**config.mk**
```make
export PLATFORM = sky130hd
export DESIGN_NAME = ycbcr2rgb
export DESIGN_NICKNAME = d
export VERILOG_FILES = /design/src/rtl/ycbcr2rgb.sv
export SDC_FILE = /design/constraint.sdc
export NUM_CORES = 1
export LEC_CHECK = 0
export ABC_AREA = 0
export CAP_MARGIN = 20
export CORE_ASPECT_RATIO = 1.1
export CORE_MARGIN = 2
export CORE_UTILIZATION = 36
export DETAILED_ROUTE_END_ITERATION = 10
export GPL_TIMING_DRIVEN = 1
export SKIP_LAST_GASP = 1
export SYNTH_ARGS = -nofsm -noshare
export SYNTH_HDL_FRONTEND = slang
export SYNTH_SLANG_ARGS = --single-unit
```
**constraint.sdc**
```tcl
create_clock -name clk -period 6.8 [get_ports clk]
set_input_delay 0.68 -clock clk [delete_from_list [all_inputs] [get_ports clk]]
set_output_delay 0.68 -clock clk [all_outputs]
set_load 0.02 [all_outputs]
```
**src/rtl/ycbcr2rgb.sv**
```systemverilog
// BT.601 limited-range YCbCr to RGB888 converter with a fixed 4-cycle pipeline.
// The hs/vs/de sideband signals travel through an equal-depth delay so they stay aligned with pixel data.
module ycbcr2rgb #(
    parameter int COEF_Y   = 298,
    parameter int COEF_RV  = 409,
    parameter int COEF_GU  = 100,
    parameter int COEF_GV  = 208,
    parameter int COEF_BU  = 516,
    parameter int Y_OFFSET = 16,
    parameter int C_OFFSET = 128
) (
    input  logic       clk,
    input  logic       rst,
    input  logic [7:0] ycbcr_y,
    input  logic [7:0] ycbcr_cb,
    input  logic [7:0] ycbcr_cr,
    input  logic       ycbcr_hs,
    input  logic       ycbcr_vs,
    input  logic       ycbcr_de,
    output logic [7:0] rgb_r,
    output logic [7:0] rgb_g,
    output logic [7:0] rgb_b,
    output logic       rgb_hs,
    output logic       rgb_vs,
    output logic       rgb_de
);

    localparam logic signed [18:0] K_Y   = 19'(COEF_Y);
    localparam logic signed [18:0] K_RV  = 19'(COEF_RV);
    localparam logic signed [18:0] K_GU  = 19'(COEF_GU);
    localparam logic signed [18:0] K_GV  = 19'(COEF_GV);
    localparam logic signed [18:0] K_BU  = 19'(COEF_BU);
    localparam logic signed [9:0]  Y_OFF = 10'(Y_OFFSET);
    localparam logic signed [9:0]  C_OFF = 10'(C_OFFSET);

    logic signed [9:0]  c_s1, d_s1, e_s1;
    logic signed [18:0] c_x, d_x, e_x;
    logic signed [18:0] yc_s2, re_s2, gd_s2, ge_s2, bd_s2;
    logic signed [19:0] sr_s3, sg_s3, sb_s3;
    logic [2:0]         hs_d, vs_d, de_d;

    // Floor-shift by 8 then saturate to 0..255.
    function automatic logic [7:0] clamp8(input logic signed [19:0] s);
        logic signed [11:0] q;
        q = 12'(s >>> 8);
        if (q[11])
            clamp8 = '0;
        else if (|q[10:8])
            clamp8 = '1;
        else
            clamp8 = q[7:0];
    endfunction

    always_comb begin
        c_x = 19'(c_s1);
        d_x = 19'(d_s1);
        e_x = 19'(e_s1);
    end

    always_ff @(posedge clk or posedge rst) begin
        if (rst) begin
            c_s1   <= '0;
            d_s1   <= '0;
            e_s1   <= '0;
            yc_s2  <= '0;
            re_s2  <= '0;
            gd_s2  <= '0;
            ge_s2  <= '0;
            bd_s2  <= '0;
            sr_s3  <= '0;
            sg_s3  <= '0;
            sb_s3  <= '0;
            rgb_r  <= '0;
            rgb_g  <= '0;
            rgb_b  <= '0;
            hs_d   <= '0;
            vs_d   <= '0;
            de_d   <= '0;
            rgb_hs <= 1'b0;
            rgb_vs <= 1'b0;
            rgb_de <= 1'b0;
        end else begin
            c_s1   <= $signed({2'b00, ycbcr_y})  - Y_OFF;
            d_s1   <= $signed({2'b00, ycbcr_cb}) - C_OFF;
            e_s1   <= $signed({2'b00, ycbcr_cr}) - C_OFF;

            yc_s2  <= c_x * K_Y;
            re_s2  <= e_x * K_RV;
            gd_s2  <= d_x * K_GU;
            ge_s2  <= e_x * K_GV;
            bd_s2  <= d_x * K_BU;

            sr_s3  <= 20'(yc_s2) + 20'(re_s2) + 20'sd128;
            sg_s3  <= 20'(yc_s2) - 20'(gd_s2) - 20'(ge_s2) + 20'sd128;
            sb_s3  <= 20'(yc_s2) + 20'(bd_s2) + 20'sd128;

            rgb_r  <= clamp8(sr_s3);
            rgb_g  <= clamp8(sg_s3);
            rgb_b  <= clamp8(sb_s3);

            hs_d   <= {hs_d[1:0], ycbcr_hs};
            vs_d   <= {vs_d[1:0], ycbcr_vs};
            de_d   <= {de_d[1:0], ycbcr_de};
            rgb_hs <= hs_d[2];
            rgb_vs <= vs_d[2];
            rgb_de <= de_d[2];
        end
    end

endmodule

```
# Word-level counts from Yosys, hierarchy flattened

Index checks and enable logic that the tools add are counted.

Input bits: 29
Register bits after elaboration: 207

$mul: 5
Add/sub/neg operators: 10
Muxes and demuxes: 6
Reduce and logical (&&, ||, !) cells: 3

Operators with widths:

| cell                                                | count |
|---|---|
| adder 20 x 9 -> 20 bit (second input constant)      | 3 |
| 2-to-1 mux 8 bit                                    | 6 |
| adder 19 x 19 -> 20 bit                             | 2 |
| subtractor 19 x 17 -> 20 bit                        | 1 |
| subtractor 20 x 19 -> 20 bit                        | 1 |
| multiplier 9 x 10 -> 19 bit (second input constant) | 1 |
| multiplier 9 x 9 -> 18 bit (second input constant)  | 1 |
| subtractor 8 x 8 -> 9 bit (second input constant)   | 2 |
| multiplier 9 x 9 -> 17 bit (second input constant)  | 1 |
| multiplier 9 x 6 -> 15 bit (second input constant)  | 1 |
| multiplier 9 x 5 -> 14 bit (second input constant)  | 1 |
| OR reduction 3 bit                                  | 3 |
| subtractor 8 x 5 -> 9 bit (second input constant)   | 1 |

# Longest topological paths before layout

Depth after elaboration: 3
Depth in mapped cells: 19

# Least setup slack after synthesis

OpenSTA, ideal clock, no wires.

Path kind: reg2reg
Start point: register e_s1[7]
End point: register re_s2[16]
Setup slack: 2715 ps
Period minus slack after synthesis: 4085 ps
Stages on the path, launching flop included: 18
Arrival: 4005 ps
Path buffers: 0
Cell sequence: dfrtp_1 > inv_1 > ha_1 > inv_1 > ha_1 > inv_1 > fa_1 > inv_1 > fa_1 > ha_1 > ha_1 > o21a_1 > o31a_1 > o211ai_1 > nand2_1 > a41oi_1 > nor2b_1 > xnor2_1

Word-level cells in the longest chain between the ends: 1

Ends and longest elaborated chain:

| what                        | RTL line | RTL |
|---|---|---|
| start: declaration          | 36       | `logic signed [9:0] c_s1, d_s1, e_s1;` |
| start signal: assignment    | 85       | `e_s1 <= $signed({2'b00, ycbcr_cr}) - C_OFF;` |
| multiplier 9 x 10 -> 19 bit | 88       | `re_s2 <= e_x * K_RV;` |
| end signal: assignment      | 88       |  |
| end: declaration            | 38       | `logic signed [18:0] yc_s2, re_s2, gd_s2, ge_s2, bd_s2;` |

Every way passes these cells.

# Worst setup path after layout

Ends and elaborated chain as after synthesis.

==> metrics.log <==
[metrics] outcome: completed
[metrics] sequential-to-total area share from yosys stat: 36.5%
[metrics] Slew Viols, Final: 0
[metrics] number of I/O pins: 56
[metrics] power per cell area: 484 nW/um^2
[metrics] Num Clock Sinks: 175
[metrics] cell types occupying the most area after synthesis: dfrtp_1 37%, ha_1 27%, fa_1 9.0%
[metrics] minimum clock period after layout: 4.49 ns
[metrics] maximum operating frequency: 223 MHz
[metrics] std cell rows: 70
[metrics] adder-cell share of the synthesized area: 35.9%
[metrics] clock insertion delay at the later pin of the skew report: 0.44 ns
[metrics] overall overflow remaining after global route: 0
[metrics] multiplexer share of the synthesized area: 0.167%
[metrics] hold path depth: 0
[metrics] Die ar.: 34800 um^2
[metrics] data arrival time of the critical path: 4.85 ns
[metrics] DRC violation count after routing: 0
[metrics] post-synthesis average cell area: 10.9 um^2
[metrics] number of buffers inserted during clock tree synthesis: 17
[metrics] Die Width: 178 um
[metrics] dominant combinational cell family by area after synthesis: adder cells
[metrics] reg-to-reg startpoint: e_s1[7]$_DFF_PP0_
[metrics] worst vdd ir: 0.000395 V
[metrics] RSZ-0062 raised after global routing: no
[metrics] cell family contributing the most delay on the critical path: adder cells
[metrics] setup fix buffers added after clock tree synthesis: 0
[metrics] Worst Hold Class: flop to flop
[metrics] Setup violations, final: 0
[metrics] Port Buffers: 55
[metrics] worst hold slack: 0.353 ns
[metrics] critical path cell sequence: inv_1 -> ha_1 -> inv_1 -> ha_1 -> inv_1 -> fa_1 -> inv_1 -> fa_1 -> ha_1 -> ha_1 -> o21a_1 -> o31a_1 -> o211ai_1 -> nand2_1 -> a41oi_1 -> nor2b_1 -> xnor2_1
[metrics] count of cells along the worst register-to-register path: 17
[metrics] worst clock skew: 0.0175 ns
[metrics] clock transition at the registers of the reported paths: 0.07 ns
[metrics] clock root buffer: clkbuf_16
[metrics] Synth Area in Simple Gates: 6.19%
[metrics] top cell type's share of synthesized area: 36.5%
[metrics] area fraction in compound gates after synthesis: 9.21%
[metrics] overall track demand over capacity in global routing: 13.8%
[metrics] Max stage delay cell, worst path: fa_1
[metrics] wire length of the first global-routing pass: 37.5 mm
[metrics] Seq cells post-synth: 175
[metrics] final weighted congestion in routability-driven placement: 0.903
[metrics] worst min-delay path startpoint: hs_d[0]$_DFF_PP0_
[metrics] clock tree from TritonCTS: built
[metrics] Worst Setup Start Kind: flop
[metrics] critical path data required time: 7.16 ns
[metrics] y dimension of the die: 195 um
[metrics] leakage power: 6.91 nW
[metrics] number of antenna-violating nets in the routed design: 0
[metrics] reg-to-reg critical path endpoint: re_s2[16]$_DFF_PP0_
[metrics] endpoint with the worst hold slack: hs_d[1]$_DFF_PP0_
[metrics] Synth Cell Area: 12000 um^2
[metrics] share of final-layout standard cells stronger than drive strength 1: 3.47%
[metrics] Resize count post-CTS: 0
[metrics] via count of the first global-routing pass: 7676
[metrics] reg2reg setup slack: 2.31 ns
[metrics] Cell Count, Final, Fillers Out: 1612
[metrics] number of buffer and inverter stages on the critical path: 4
[metrics] Vias/cell: 4.64
[metrics] Final Cycle Share: 66.0%
[metrics] Crit Path Class: flop to flop
[metrics] share of synthesized flip-flops with an asynchronous set or reset: 100%
[metrics] most common flop cell mapped by yosys: dfrtp_1
[metrics] setup_tns: 0 ns
[metrics] effective utilization at floorplan: 36.3%
[metrics] Net count, final: 1508
[metrics] synthesized instance count: 1100
[metrics] 1st-iter DRT viols: 330
[metrics] clk buf depth: 2
[metrics] maximum number of pins on one net before global-route repair: 67
[metrics] max-cap viol count: 0
[metrics] antenna violations before repair: 0
[metrics] layout overhead on the synthesized area: 14.2%
[metrics] synthesized netlist net count: 1441
[metrics] number of endpoints with negative hold slack in the final report: 0
[metrics] xor and xnor area share after synthesis: 5.84%
[metrics] number of H-tree levels: 4
[metrics] Critical Path End Type: flop
[metrics] routed wirelength normalized by instance count: 13.8 um
[metrics] CP Max Fanout: 8
[metrics] Routed Wire Length: 22.3 mm
[metrics] relative max-transition margin: 46.6%
[metrics] first-pass iteration count of the detailed router: 4
[metrics] cell count after placement: 1580
[metrics] number of distinct library cell variants in the gate-level netlist after synthesis: 49
[metrics] area of the core: 33000 um^2
[metrics] cell type with the highest aggregate area in the netlist: dfrtp_1
[metrics] final antenna diode count: 0
[metrics] Worst path depth: 17
[metrics] hold buffers post-CTS: 0
[metrics] synth warn: 0
[metrics] total vias in the final route: 7477
[metrics] number of enable-type register cells in the synthesized netlist: 0
[metrics] HPWL after DPL: 18.3 mm
[metrics] largest stage delay on the critical path: 0.53 ns
[metrics] Worst-Margin Slew: 0.801 ns
==> how the worst max path moves through the flow <==
stage	endpoint	slack [ns]	from
after global placement	re_s2[17]$_DFF_PP0_	2.39	e_s1[7]$_DFF_PP0_
final	re_s2[16]$_DFF_PP0_	2.31	e_s1[7]$_DFF_PP0_
after global routing	re_s2[17]$_DFF_PP0_	1.89	e_s1[7]$_DFF_PP0_
after detailed placement	re_s2[17]$_DFF_PP0_	2.29	e_s1[7]$_DFF_PP0_
after floorplan	bd_s2[10]$_DFF_PP0_	1.37	rst
after CTS	re_s2[16]$_DFF_PP0_	2.25	e_s1[7]$_DFF_PP0_
==> synth_stat cells, types with 5 or more instances <==
master,count
ha_1,258
inv_1,188
dfrtp_1,175
nor2_1,88
a21oi_1,59
xnor2_1,57
fa_1,54
o21ai_0,25
xor2_1,23
nand2_1,19
o21a_1,18
a21o_1,15
nor2b_1,13
nor3_1,11
nand3_1,9
a211oi_1,8
o211ai_1,8
o21bai_1,8
clkbuf_1,5
==> routing by layer <==
layer | part of all wire, % | GRT usage [%] | up-vias
met2 | 49 | 23.8 | 104
li1 | - | - | 3784
met3 | 2.9 | 2.12 | 13
met5 | 0 | 0 | -
met1 | 47 | 17.9 | 3576
met4 | 1.1 | 3.79 | 0
==> sequential cells by signal (all words and copies together), names as in the netlist, 9 cells and up <==
name and count:
re_s2 19, sr_s3 12, sg_s3 12, ge_s2 12, yc_s2 18, c_s1 9, gd_s2 12, sb_s3 12
bd_s2 17
==> power breakdown <==
group	internal (W)	switching [W]
clock network	0.000594	0.000452
registers	0.00143	0.000192
logic	0.00179	0.00217
total	0.00381	0.00281
==> metrics by stage <==
stage	worst slack [ns]	utilization [%]	power [W]	instance area [um^2]
global route	1.89	41.5	0.00726	13700
detailed placement	2.29	39.6	0.00558	13100
floorplan	1.37	-	0.00462	12000
global placement	2.39	39.6	0.00552	13100
CTS	2.25	41.5	0.00667	13700
finish	2.31	41.5	0.00662	13700
==> cells by family after synthesis <==
family / after synthesis
AO/OA/AOI/OAI: 170
AND/OR/NAND/NOR: 164
buffers and inverters: 197
adder cells (fa/ha/maj): 312
XOR/XNOR: 80
multiplexers: 2
flip-flops: 175
==> layout make-up <==
type	count	area (um^2)
Multi-Input combinational cell	728	6880
Timing Repair Buffer	57	566
Fill cell	3096	19300
Inverter	188	711
Tap cell	432	541
Clock buffer	18	429
Clock inverter	14	194
Sequential cell	175	4380
==> layout by cell type, fill, tap and decap left out, drive strengths merged, types with 3 or more instances in the layout <==
master,netlist,final
xor2,23,23
a21oi,60,60
o21a,18,18
nand2b,4,4
or3,3,3
a41oi,3,3
a211oi,8,8
or2,4,4
a21o,15,15
a21boi,3,3
dfrtp,175,175
o211ai,8,8
nand3,9,9
o31a,4,4
xnor2,57,57
clkdlybuf4s50,0,55
o21bai,8,8
and2,3,3
nand2,19,19
nor2,88,88
nor2b,13,13
fa,54,54
inv,188,196
clkbuf,5,18
nor3,11,11
o21ai,25,25
ha,258,258
bufinv,0,3
No activity file was read; power rests on OpenSTA's default activity.
==> edit 1 (same settings) <==
Register the output `rgb_hs` once more; this adds one clock of latency there. The other outputs are not delayed to match.
--- a/src/rtl/ycbcr2rgb.sv
+++ b/src/rtl/ycbcr2rgb.sv
@@ -34,2 +34,4 @@
     localparam logic signed [9:0]  C_OFF = 10'(C_OFFSET);
+
+    logic rgb_hs_s0;
 
@@ -78,3 +80,3 @@
             de_d   <= '0;
-            rgb_hs <= 1'b0;
+            rgb_hs_s0 <= 1'b0;
             rgb_vs <= 1'b0;
@@ -103,3 +105,3 @@
             de_d   <= {de_d[1:0], ycbcr_de};
-            rgb_hs <= hs_d[2];
+            rgb_hs_s0 <= hs_d[2];
             rgb_vs <= vs_d[2];
@@ -109,2 +111,6 @@
 
+    always_ff @(posedge clk) begin
+        rgb_hs <= rgb_hs_s0;
+    end
+
 endmodule
Function: changed (Yosys sat finds a counterexample within 10 cycles, from zero or initial values and one cycle with rst high).
==> edit 1 against the original RTL <==
Via count is essentially flat. Worst hold slack lost 0.011 ns. Fmax shrank 2.0%. Sequential cell count grew 1. Worst setup slack lost 0.093 ns. Synthesized cell count is essentially flat. Wire length shrank 0.36%. Critical endpoint is now re_s2[17]. Non-clock buffer count shrank 1. Total power is essentially flat. Final area grew 0.19%. Synthesized area grew 0.17%. Combinational power is essentially flat.
==> edit 1: results (changes against the original RTL) <==
status - finished, final reports clean (unchanged)
combinational power share - 0.595 (was 0.597)
post-DP HPWL - 18.2 mm (was 18.3 mm)
reg2reg end - re_s2[17] (was re_s2[16])
worst slew pin tran - 0.911 ns (was 0.801 ns)
final WL - 22.2 mm (was 22.3 mm)
Data arrival, critical path - 4.94 ns (was 4.85 ns)
largest net degree at the start of global routing - 106 (was 67)
metal2 WL - 10.7 mm (was 11.0 mm)
origin of the worst min-delay path - rgb_hs_s0 (was hs_d[0])
Clock Skew - 0.0129 ns (was 0.0175 ns)
vias in the first global route - 7644 (was 7676)
syn_area_per_cell - 10.9 µm² (about the same)
Tot Pwr - 6630 µW (was 6620 µW)
Worst Hold End - rgb_hs (was hs_d[1])
Post-Place Cell Area - 13100 µm² (about the same)
met2 usage - 0.234 (was 0.238)
Sw Share - 0.424 (about the same)
CP peak stage delay - 0.60 ns (was 0.53 ns)
wl on met1 - 10.5 mm (was 10.4 mm)
Die ar. - 34900 µm² (was 34800 µm²)
Min Hold Slack - 0.342 ns (was 0.353 ns)
pre-CTS worst setup slack - 2.18 ns (was 2.29 ns)
CP max stage cell - dfrtp_1 (was fa_1)
synth top area cells - dfrtp_1 36%, ha_1 27%, fa_1 9.0% (was dfrtp_1 37%, ha_1 27%, fa_1 9.0%)
placer congestion estimate - 0.883 (was 0.903)
met1 Use GR - 0.186 (was 0.179)
==> edit 1: cell type report <==
type | count | area (µm²)
fillers | 3164 | 19400
multi-input cells | 728 | 6880
flip-flops and latches | 176 | 4400
inverters | 188 | 711
repair buffers | 56 | 558
well taps | 432 | 541
clock buffers | 17 | 425
clock inverters | 15 | 211
==> edit 1: cell families after synthesis <==
group           synth area share
mux                      0.00167
simple gates              0.0618
compound gates            0.0920
flops                      0.366
fa+ha+maj                  0.359
buf+inv                   0.0615
xor+xnor                  0.0583
==> edit 1: worst max-delay path by stage <==
stage          depth (start not counted)   endpoint     from  slack, ns
2_1_floorplan                          1  bd_s2[10]      rst       1.37
3_3_place_gp                          15  re_s2[17]  e_s1[7]       2.35
3_5_place_dp                          15  re_s2[17]  e_s1[7]       2.18
4_1_cts                               15  re_s2[17]  e_s1[7]       2.17
5_1_grt                               15  re_s2[17]  e_s1[7]       1.68
6_report                              15  re_s2[17]  e_s1[7]       2.22
==> edit 2 (same flow settings) <==
Without the edit above. Change the parameter `COEF_BU` from 516 to 512.
--- a/src/rtl/ycbcr2rgb.sv
+++ b/src/rtl/ycbcr2rgb.sv
@@ -7,3 +7,3 @@
     parameter int COEF_GV  = 208,
-    parameter int COEF_BU  = 516,
+    parameter int COEF_BU  = 512,
     parameter int Y_OFFSET = 16,
Function: changed (a bounded check fails within 10 cycles, from zero or initial values and one cycle with rst high).
==> edit 2 against the original RTL <==
Die area fell by 6.9%. Worst setup slack worse by 0.036 ns. Synthesized area shrank 7.0%. Total power is 6.4% lower. Global-route usage decreased by 0.39 points. Final cell count fell by 5.0%. Clock power down 10%. Worst hold slack lost 0.0041 ns. Non-clock buffer count down 1. Wire length decreased by 9.7%. Combinational power down 6.1%. Sequential cell count decreased by 9. Final area is 6.6% lower. Synthesized cell count is 5.6% lower. Critical endpoint unchanged. Highest routed layer unchanged.
==> edit 2: results (changes against the original RTL) <==
GRT Resource Usage Total - 0.134 (was 0.138)
Worst Hold End - vs_d[1] (was hs_d[1])
Post-CTS Setup Inserts - 0 (unchanged)
placer congestion estimate - 0.834 (was 0.903)
VDD IR max - 0.264 mV (was 0.395 mV)
sequential-to-total area share from yosys stat - 0.372 (was 0.365)
PortBufs - 55 (unchanged)
status - finished, final reports clean (unchanged)
Net Count, Synth - 1335 (was 1441)
Synth cell types - 61 (was 49)
origin of the worst min-delay path - vs_d[0] (was hs_d[0])
R2R depth - 12 (was 17)
vias in the first global route - 6989 (was 7676)
Data arrival, critical path - 4.88 ns (was 4.85 ns)
worst slew pin tran - 0.863 ns (was 0.801 ns)
leakage - 0.00653 µW (was 0.00691 µW)
top fanout value on the critical path - 13 (was 8)
Clock Skew - 0.0131 ns (was 0.0175 ns)
fmax - 0.221 GHz (was 0.223 GHz)
vias - 6947 (was 7477)
initial DRC count - 360 (was 330)
Routed wire per std cell - 13.1 µm (was 13.8 µm)
first-pass GRT wire length - 34.0 mm (was 37.5 mm)
pre-CTS worst setup slack - 2.26 ns (was 2.29 ns)
synth top area cells - dfrtp_1 37%, ha_1 24%, fa_1 9.2% (was dfrtp_1 37%, ha_1 27%, fa_1 9.0%)
synth cell count leaders - 217 x ha_1, 193 x inv_1, 166 x dfrtp_1 (was 258 x ha_1, 188 x inv_1, 175 x dfrtp_1)
Final Net Count - 1401 (was 1508)
Largest regs - re_s2 x19, yc_s2 x18 (was re_s2 x19, yc_s2 x18, bd_s2 x17)
initial antenna violation count - 0 (unchanged)
share of layout cells above drive strength 1 - 0.0439 (was 0.0347)
edit 2: cells by family (layout without fill, tap and decap cells):
kind of cell | Yosys count | after routing | share of synthesized area
fa+ha+maj | 268 | 268 | 0.335
buf+inv | 202 | 281 | 0.0680
flops | 166 | 166 | 0.372
simple gates | 166 | 166 | 0.0693
compound gates | 155 | 155 | 0.0912
xor+xnor | 77 | 77 | 0.0605
mux | 4 | 4 | 0.00370
edit 2: layer usage:
layer / routed length (µm) / share of wire / global-route usage / up-vias
met4: 443 / 0.022 / 0.0485 / 0
met1: 9640 / 0.48 / 0.177 / 3292
met3: 522 / 0.026 / 0.0239 / 24
met2: 9480 / 0.47 / 0.220 / 79
li1: - / - / - / 3552
met5: 0 / 0 / 0 / -
edit 2: critical path: stages, from the launching register on:
cell and delay (ns):
dfrtp_1 0.71, inv_1 0.35, ha_1 0.31, ha_1 0.31, fa_1 0.51, fa_1 0.49, ha_1 0.30, ha_1 0.34
a21boi_1 0.15, o21ai_1 0.21, a21oi_1 0.14, or4_1 0.51, nand4_1 0.11
edit 2: report_power, final:
group | leakage [µW] | internal [µW] | switching, µW
registers | 0.00195 | 1360 | 179
logic | 0.00430 | 1670 | 2040
clock network | 0.000286 | 492 | 450
edit 2: cell type report:
class / count / share of cell area
timing repair buffer: 56 / 0.0436
tap: 414 / 0.0405
clock buffer: 18 / 0.0336
clock inverter: 14 / 0.0121
sequential: 166 / 0.325
multi-input combinational: 670 / 0.488
inverter: 193 / 0.0571
edit 2: worst max-delay path by stage:
| stage | start | to | cells after the start |
|---|---|---|---|
| floorplan | rst | bd_s2[10] | 1 |
| global placement | e_s1[7] | re_s2[17] | 11 |
| detailed placement | e_s1[7] | re_s2[16] | 12 |
| CTS | e_s1[7] | re_s2[16] | 12 |
| global route | e_s1[7] | re_s2[16] | 12 |
| finish | e_s1[7] | re_s2[16] | 12 |
edit 2: metrics by stage:
stage | std cells | area, µm² | hold WS (ns)
2_1_floorplan | 1038 | 11200 | 0.331
3_3_place_gp | 1499 | 12200 | 0.331
3_5_place_dp | 1499 | 12200 | 0.337
4_1_cts | 1531 | 12800 | 0.352
5_1_grt | 1531 | 12800 | 0.353
6_report | 1531 | 12800 | 0.349
